File: src/rtl/sfu_out_stream.sv
// sfu_out_stream: output framing stage of the SFU path.
// Gathered NUM_CH x 16-bit vectors are buffered in a small first-word-fall-through
// FIFO and driven out as an AXI-stream, with tlast on the final beat of each frame.
// Optional build macro: SFU_OUT_STALL_CNT_EN adds a saturating output stall counter.
module sfu_out_stream #(
  parameter int NUM_CH = 32,
  parameter int DEPTH  = 4
) (
  input  logic                 clk,
  input  logic                 rst,
  input  logic                 cfg_start,
  input  logic [7:0]           params_step_num,
  input  logic                 s_sfu_valid,
  output logic                 s_sfu_ready,
  input  logic [NUM_CH*16-1:0] s_sfu_data,
  output logic                 m_sfu_axis_tvalid,
  input  logic                 m_sfu_axis_tready,
  output logic [NUM_CH*16-1:0] m_sfu_axis_tdata,
  output logic                 m_sfu_axis_tlast,
  output logic                 busy,
  output logic                 done,
  output logic [15:0]          frame_cnt
`ifdef SFU_OUT_STALL_CNT_EN
  ,output logic [31:0]         stall_cnt
`endif
);

  localparam int DW = NUM_CH * 16;
  localparam int AW = $clog2(DEPTH);

  typedef enum logic [1:0] {IDLE, RUN, DRAIN} state_t;

  state_t      state, state_nxt;
  logic [8:0]  n_target;
  logic [8:0]  wr_cnt;
  logic [DW:0] mem [DEPTH];
  logic [AW:0] wr_ptr, rd_ptr;
  logic [DW:0] head;
  logic        fifo_empty, fifo_full;
  logic        wr_en, rd_en, wr_last, head_last, start_acc;

  // FIFO status from extra-MSB pointers: equal means empty, MSB-only difference means full
  assign fifo_empty = (wr_ptr == rd_ptr);
  assign fifo_full  = (wr_ptr[AW] != rd_ptr[AW]) && (wr_ptr[AW-1:0] == rd_ptr[AW-1:0]);
  assign head       = mem[rd_ptr[AW-1:0]];
  assign head_last  = head[DW];

  assign start_acc  = (state == IDLE) && cfg_start;
  assign wr_en      = s_sfu_valid && s_sfu_ready;
  assign rd_en      = m_sfu_axis_tvalid && m_sfu_axis_tready;
  assign wr_last    = (wr_cnt == (n_target - 9'd1));

  // Outputs are gated by FIFO occupancy so stale entries never leak out after a flush
  assign s_sfu_ready       = (state == RUN) && !fifo_full;
  assign busy              = (state != IDLE);
  assign m_sfu_axis_tvalid = !fifo_empty;
  assign m_sfu_axis_tdata  = fifo_empty ? '0 : head[DW-1:0];
  assign m_sfu_axis_tlast  = fifo_empty ? 1'b0 : head_last;

  // Next-state logic: accept a frame, collect N beats, then wait for the tlast beat to leave
  always_comb begin
    state_nxt = state;
    case (state)
      IDLE:    if (cfg_start) state_nxt = RUN;
      RUN:     if (wr_en && wr_last) state_nxt = DRAIN;
      DRAIN:   if (rd_en && head_last) state_nxt = IDLE;
      default: state_nxt = IDLE;
    endcase
  end

  // State register plus frame target and write-beat counter
  always_ff @(posedge clk or negedge rst) begin
    if (!rst) begin
      state    <= IDLE;
      n_target <= 9'd0;
      wr_cnt   <= 9'd0;
    end else begin
      state <= state_nxt;
      if (start_acc) begin
        n_target <= (params_step_num == 8'd0) ? 9'd256 : {1'b0, params_step_num};
        wr_cnt   <= 9'd0;
      end else if (wr_en) begin
        wr_cnt <= wr_cnt + 9'd1;
      end
    end
  end

  // FIFO storage: each entry carries the data vector and its frame-last flag
  always_ff @(posedge clk) begin
    if (wr_en) mem[wr_ptr[AW-1:0]] <= {wr_last, s_sfu_data};
  end

  // FIFO pointers; reset flushes whatever partial frame was buffered
  always_ff @(posedge clk or negedge rst) begin
    if (!rst) begin
      wr_ptr <= '0;
      rd_ptr <= '0;
    end else begin
      if (wr_en) wr_ptr <= wr_ptr + 1'b1;
      if (rd_en) rd_ptr <= rd_ptr + 1'b1;
    end
  end

  // Frame completion: one-cycle done pulse and wrapping frame counter
  always_ff @(posedge clk or negedge rst) begin
    if (!rst) begin
      done      <= 1'b0;
      frame_cnt <= 16'd0;
    end else begin
      done <= (state == DRAIN) && rd_en && head_last;
      if ((state == DRAIN) && rd_en && head_last) frame_cnt <= frame_cnt + 16'd1;
    end
  end

`ifdef SFU_OUT_STALL_CNT_EN
  // Count cycles where the downstream holds off a valid beat; saturates, cleared per frame
  always_ff @(posedge clk or negedge rst) begin
    if (!rst) begin
      stall_cnt <= 32'd0;
    end else if (start_acc) begin
      stall_cnt <= 32'd0;
    end else if (m_sfu_axis_tvalid && !m_sfu_axis_tready && (stall_cnt != 32'hFFFF_FFFF)) begin
      stall_cnt <= stall_cnt + 32'd1;
    end
  end
`endif

endmodule

File: config.mk
export PLATFORM = sky130hd
export DESIGN_NAME = sfu_out_stream
export DESIGN_NICKNAME = d
export VERILOG_FILES = /design/src/rtl/sfu_out_stream.sv
export SDC_FILE = /design/constraint.sdc
export NUM_CORES = 2
export LEC_CHECK = 0
export CAP_MARGIN = 25
export CORE_ASPECT_RATIO = 0.9
export CORE_UTILIZATION = 43
export CTS_CLUSTER_SIZE = 20
export DETAILED_ROUTE_END_ITERATION = 16
export PLACE_DENSITY_LB_ADDON = 0.3
export SLEW_MARGIN = 10
export SYNTH_ARGS = -nofsm -noshare
export SYNTH_HDL_FRONTEND = slang
export SYNTH_SLANG_ARGS = --single-unit
File: constraint.sdc
create_clock -name clk -period 15.2 [get_ports clk]
set_input_delay 1.52 -clock clk [delete_from_list [all_inputs] [get_ports clk]]
set_output_delay 1.52 -clock clk [all_outputs]
set_load 0.03 [all_outputs]
## Word level (Yosys, flattened, before mapping)

Memory sizes are Yosys's and may differ from the RTL's.
Cells that the tools add are included.

| storage, ports and cells | value |
|---|---|
| flip-flop bits (word level) | 43 |
| bits in latches | 0 |
| RAM bits | 2052 |
| ROM bits | 0 |
| bits of input ports | 525 |
| logic and storage cells | 49 |
| memories | 1 |

Memories:

| memory | words | bits a word | read ports | clocked after memory_dff | write ports | RTL line | RTL |
|---|---|---|---|---|---|---|---|
| mem | 4 | 513 | 1 | 0 | 1 | 36 | `logic [DW:0] mem [DEPTH];` |

| cells by class | value |
|---|---|
| add/sub/neg operators | 5 |
| multipliers | 0 |
| divide/modulo/power cells | 0 |
| $lt $le $gt $ge | 0 |
| equality and inequality tests | 9 |
| shift operators | 0 |
| multiplexer cells | 11 |
| bitwise operators | 0 |
| reduce and logical (&&, ||, !) cells | 16 |

Operators by type and width:

| operator | number |
|---|---|
| 512-bit two-way mux | 1 |
| 9-bit two-way mux | 3 |
| 16-bit by 1-bit adder with 16-bit output (second input constant) | 1 |
| 9-bit by 1-bit adder with 9-bit output (second input constant) | 1 |
| 9-bit equality test | 1 |
| 1-bit logical AND | 9 |
| 9-bit by 1-bit subtractor with 9-bit output (second input constant) | 1 |
| 8-bit logical NOT | 1 |
| 3-bit by 1-bit adder with 3-bit output (second input constant) | 2 |
| 2-bit two-way mux | 3 |
| 2-bit case mux with 3 select lines | 1 |
| 2-bit inequality test (second input constant) | 2 |
| 2-bit nonzero test | 2 |
| 3-bit equality test | 1 |
| 1-bit two-way mux | 3 |
| 3-bit AND reduction | 1 |
| 2-bit by 1-bit equality test with 1-bit output (second input constant) | 1 |
| 2-bit equality test | 1 |
| 2-bit equality test (second input constant) | 1 |
| 1-bit logical NOT | 2 |
| 2-bit logical NOT | 1 |
| 2-bit by 1-bit inequality test with 1-bit output (second input constant) | 1 |
| 1-bit inequality test | 1 |

## Depth between registers and ports, before layout

| logic depth | value |
|---|---|
| depth after elaboration | 8 |
| depth in mapped cells | 7 |
| gate-level depth less buffers | 7 |

## Least setup slack after synthesis

No wires, ideal clock.

| timing path | value |
|---|---|
| path kind | input-to-reg |
| start point | input s_sfu_valid |
| end point | memory mem[2][0] in the netlist's numbering, enable pin |
| arrival | 13.695 ns |
| data required time | 14.255 ns |
| setup slack | 0.561 ns |
| cell stages on the path | 4 |
| buffers on the path | 1 |
| cell sequence | inv_1 -> a311oi_4 -> buf_4 -> and2_1 |

| between the ends | value |
|---|---|
| word-level cells in the longest chain between the ends | 3 |

RTL lines:

| item | RTL line | RTL |
|---|---|---|
| start: declaration | 13 | `input logic s_sfu_valid,` |
| 1-bit logical AND | 49 | `assign wr_en = s_sfu_valid && s_sfu_ready;` |
| 1-bit two-way mux | 90 | `if (wr_en) mem[wr_ptr[AW-1:0]] <= {wr_last, s_sfu_data};` |
| 1-bit two-way mux (not written as such) | 90 |  |
| end: declaration | 36 |  |

Every way passes these cells.

## Final worst setup path

| timing path | value |
|---|---|
| start point | register rd_ptr[0] |
| end point | output m_sfu_axis_tdata[61] |

| between the ends | value |
|---|---|
| word-level cells in the longest chain between the ends | 2 |

RTL lines:

| item | RTL line | RTL |
|---|---|---|
| start: declaration | 37 | `logic [AW:0] wr_ptr, rd_ptr;` |
| start signal: assignment | 100 | `if (rd_en) rd_ptr <= rd_ptr + 1'b1;` |
| memory 4 x 513 bit / 3-bit equality test (equally long branches) | n/a |  |
| 512-bit two-way mux (*) | 57 | `assign m_sfu_axis_tdata = fifo_empty ? '0 : head[DW-1:0];` |
| end: declaration | 18 | `output logic [NUM_CH*16-1:0] m_sfu_axis_tdata,` |

Every way passes the cells marked *; elsewhere a longest branch is shown, timed or not.

==> impl_metrics.toml <==
[synthesis]
yosysSeqAreaShare_pct = 79.0
synth-main-ff-cell = "edfxtp_1"
synthSimpleGateAreaFrac_pct = 4.57
synth_top_area_share_pct = 77.6
ys_ff_latch = 2095
async_flop_share_pct = 2.05
synth_most_common_cell = "edfxtp_1"
synthAdderAreaFrac_pct = 0.126
ys_warn_count = 0
syn-instance-count = 3470
yosysTopAreaCell = "edfxtp_1"
synth_commonest_cells = "2052 x edfxtp_1, 517 x and2_1, 513 x mux4_2"
synth_edf_count = 2052
syn_area_mm2 = 0.0794
synth_xor_area_share_pct = 0.463
ys_top_cells_by_area = "edfxtp_1 78%, mux4_2 15%, and2_1 4.1%"
synth_top_family_by_area = "multiplexers"
yosysUniqueCellTypes = 42
synth_fp_nets = 4003
muxShareOfSynthArea_pct = 14.7
avgSynthCellArea_um2 = 22.9
synth-compound-area-share_pct = 0.197

[grt]
track_usage_pct = 19.9
grt_antenna_before_repair = 67
overflow = 0
grt_pass1_vias = 39435
grt_max_degree = 205
grt_pass1_wl_um = 271000

[finish]
fin_util_pct = 54.3
layout-drive-gt1-share_pct = 18.0
nets = 5138
areaGrowthSynthToFinish_pct = 25.3
fillers = 13967

[pwr]
internal_power_mw = 15.2
switchingPower_mw = 9.00
swShare_pct = 37.1
power.leakage_nw = 31.9
worst_ir_drop_vdd_mv = 0.215
combPwrFrac_pct = 45.9
sequentialPowerShare_pct = 33.7
clockPowerShare_pct = 20.4
power.density_mw_per_mm2 = 244

[setup_path]
slowest_delay_ps = 940
crit_type = "reg -> out"
critPathTopFamily = "buffers and inverters"
critPathMaxFanout = 44
crit_path_top_delay_cell = "dfrtp_4"
crit_buf_inv = 5
required_ps = 13680
crit_chain = "buf_4 -> buf_4 -> buf_4 -> buf_4 -> mux4_2 -> and2_1 -> clkdlybuf4s50_1"
cp-end-kind = "output pin"
worst_setup_path_start_kind = "register"
arrival_ps = 6010
cpMostUsedCell = "buf_4"

[timing]
worst_pin_slew_ps = 1200
fin_crit_sh_pct = 49.5
hold_viol = 0
tns_ps = 0
maxSlewViolCount = 0
period_needed_ps = 7530
clock_skew_ps = 30.0
slew_headroom_pct = 19.9
clock.fmax_mhz = 133
setup_viol = 0
rsz0062_at_grt = "no"

[route]
vias = 38354
drtIter0Drc = 2959
antenna_left = 0
drtPass1Iterations = 5
avgViaCountPerCell = 5.32
drt-total-wl_um = 189000
drc = 0
wire_per_inst_um = 26.2

[clocking]
clk_latency_ps = 840
cts_setup_buffers = 0
h-tree-depth = 4
root_buffer = "clkbuf_16"
cts_hold_buffers = 0
tritoncts = "built"
clockBufferDepth = 3
cts_made_buffers = 206
post_cts_resize_count = 0
cts.sinks = 2095
clkTransAtPathRegs_ps = 60

[run_status]
status = "finished clean"

[floorplan]
die_area_mm2 = 0.186
placementRows = 149
num_io_pins = 1058
fp.dieW_um = 455
initial_core_util_pct = 43.3
core_mm2 = 0.183
die_y_um = 410

[min_path]
hold_path.class = "reg -> reg"

[place]
hpwlAfterDp_um = 116000
io_buffers = 1057
gp_congestion = 0.802

[run]
cap_violations = 0
[cell type report]
type / count / area, um^2 / area share [%]
Sequential cell: 2095 / 62700 / 63.0
Multi-Input combinational cell: 1183 / 15900 / 16.0
Tap cell: 2416 / 3020 / 3.04
Inverter: 14 / 52.6 / 0.0528
Clock inverter: 108 / 962 / 0.967
Clock buffer: 267 / 5580 / 5.61
Antenna cell: 25 / 62.6 / 0.0629
Timing Repair Buffer: 1105 / 11200 / 11.2
[power groups by stage]
stage / clock [mW] / combinational, mW / sequential [mW]
after floorplan: 0 / 6.70 / 8.90
after global placement: 0 / 11.3 / 8.23
after detailed placement: 0 / 11.3 / 8.30
after CTS: 5.04 / 11.3 / 8.19
after global routing: 5.25 / 11.7 / 8.28
final: 4.93 / 11.1 / 8.17
[kinds of logic (layout without fill, tap and decap cells)]
family                   after synthesis  after routing
AO/OA/AOI/OAI                         19             19
AND/OR/NAND/NOR                      593            593
other                                  0             25
XOR/XNOR                              42             42
multiplexers                         521            521
adder cells (fa/ha/maj)                8              8
flip-flops                          2095           2095
buffers and inverters                192           1494
[path summary, 6_finish.rpt]
kind / startpoint / to / slack [ps] / cells after the start
hold reg to reg: frame_cnt[15]$_DFFE_PN0P_ / frame_cnt[15]$_DFFE_PN0P_ / 490 / 1
hold / removal: frame_cnt[15]$_DFFE_PN0P_ / frame_cnt[15]$_DFFE_PN0P_ / 490 / 1
setup reg to reg: rd_ptr[0]$_DFFE_PN0P_ / mem[3][325]$_DFFE_PP_ / 9350 / 6
setup / recovery: rd_ptr[0]$_DFFE_PN0P_ / m_sfu_axis_tdata[61] / 7670 / 7
min in group asynchronous: rst / frame_cnt[0]$_DFFE_PN0P_ / 610 / 1
max in group asynchronous: rst / wr_cnt[1]$_DFFE_PN0P_ / 14020 / 2
[layout by cell type, fill, tap and decap left out, types with 30 or more instances in the layout]
| cell | Yosys | final |
|---|---|---|
| clkinv_2 | 0 | 30 |
| dfrtp_1 | 43 | 41 |
| clkbuf_16 | 0 | 213 |
| clkinv_1 | 0 | 48 |
| clkdlybuf4s50_1 | 0 | 1056 |
| mux4_2 | 513 | 513 |
| clkbuf_1 | 117 | 49 |
| and2_1 | 517 | 513 |
| edfxtp_1 | 2052 | 2052 |
| buf_4 | 2 | 32 |
[per-layer routing]
layer | track usage (%) | wire length, um | up-vias
met5 | 0 | 476 | -
met4 | 6.64 | 4670 | 78
met3 | 7.18 | 16400 | 319
met2 | 32.6 | 95600 | 1210
met1 | 24.5 | 71900 | 20209
li1 | - | - | 16538
[per-stage QoR]
step	hold slack [ps]	power, mW	cell area, um^2	worst slack [ps]	std cells
2_1_floorplan	460	15.6	79400	561	3470
3_3_place_gp	456	19.5	92700	7510	6809
3_5_place_dp	481	19.6	92800	7520	6810
4_1_cts	492	24.5	99300	6620	7185
5_1_grt	495	25.2	99400	7040	7205
6_report	490	24.2	99500	7670	7213
[registers in the layout (all words and copies together), names as in the netlist]
signal,count
mem,2052
wr_ptr,3
state,2
rd_ptr,3
n_target,9
frame_cnt,16
done,1
wr_cnt,9
Note: power is estimated with default switching activity, not from simulation.
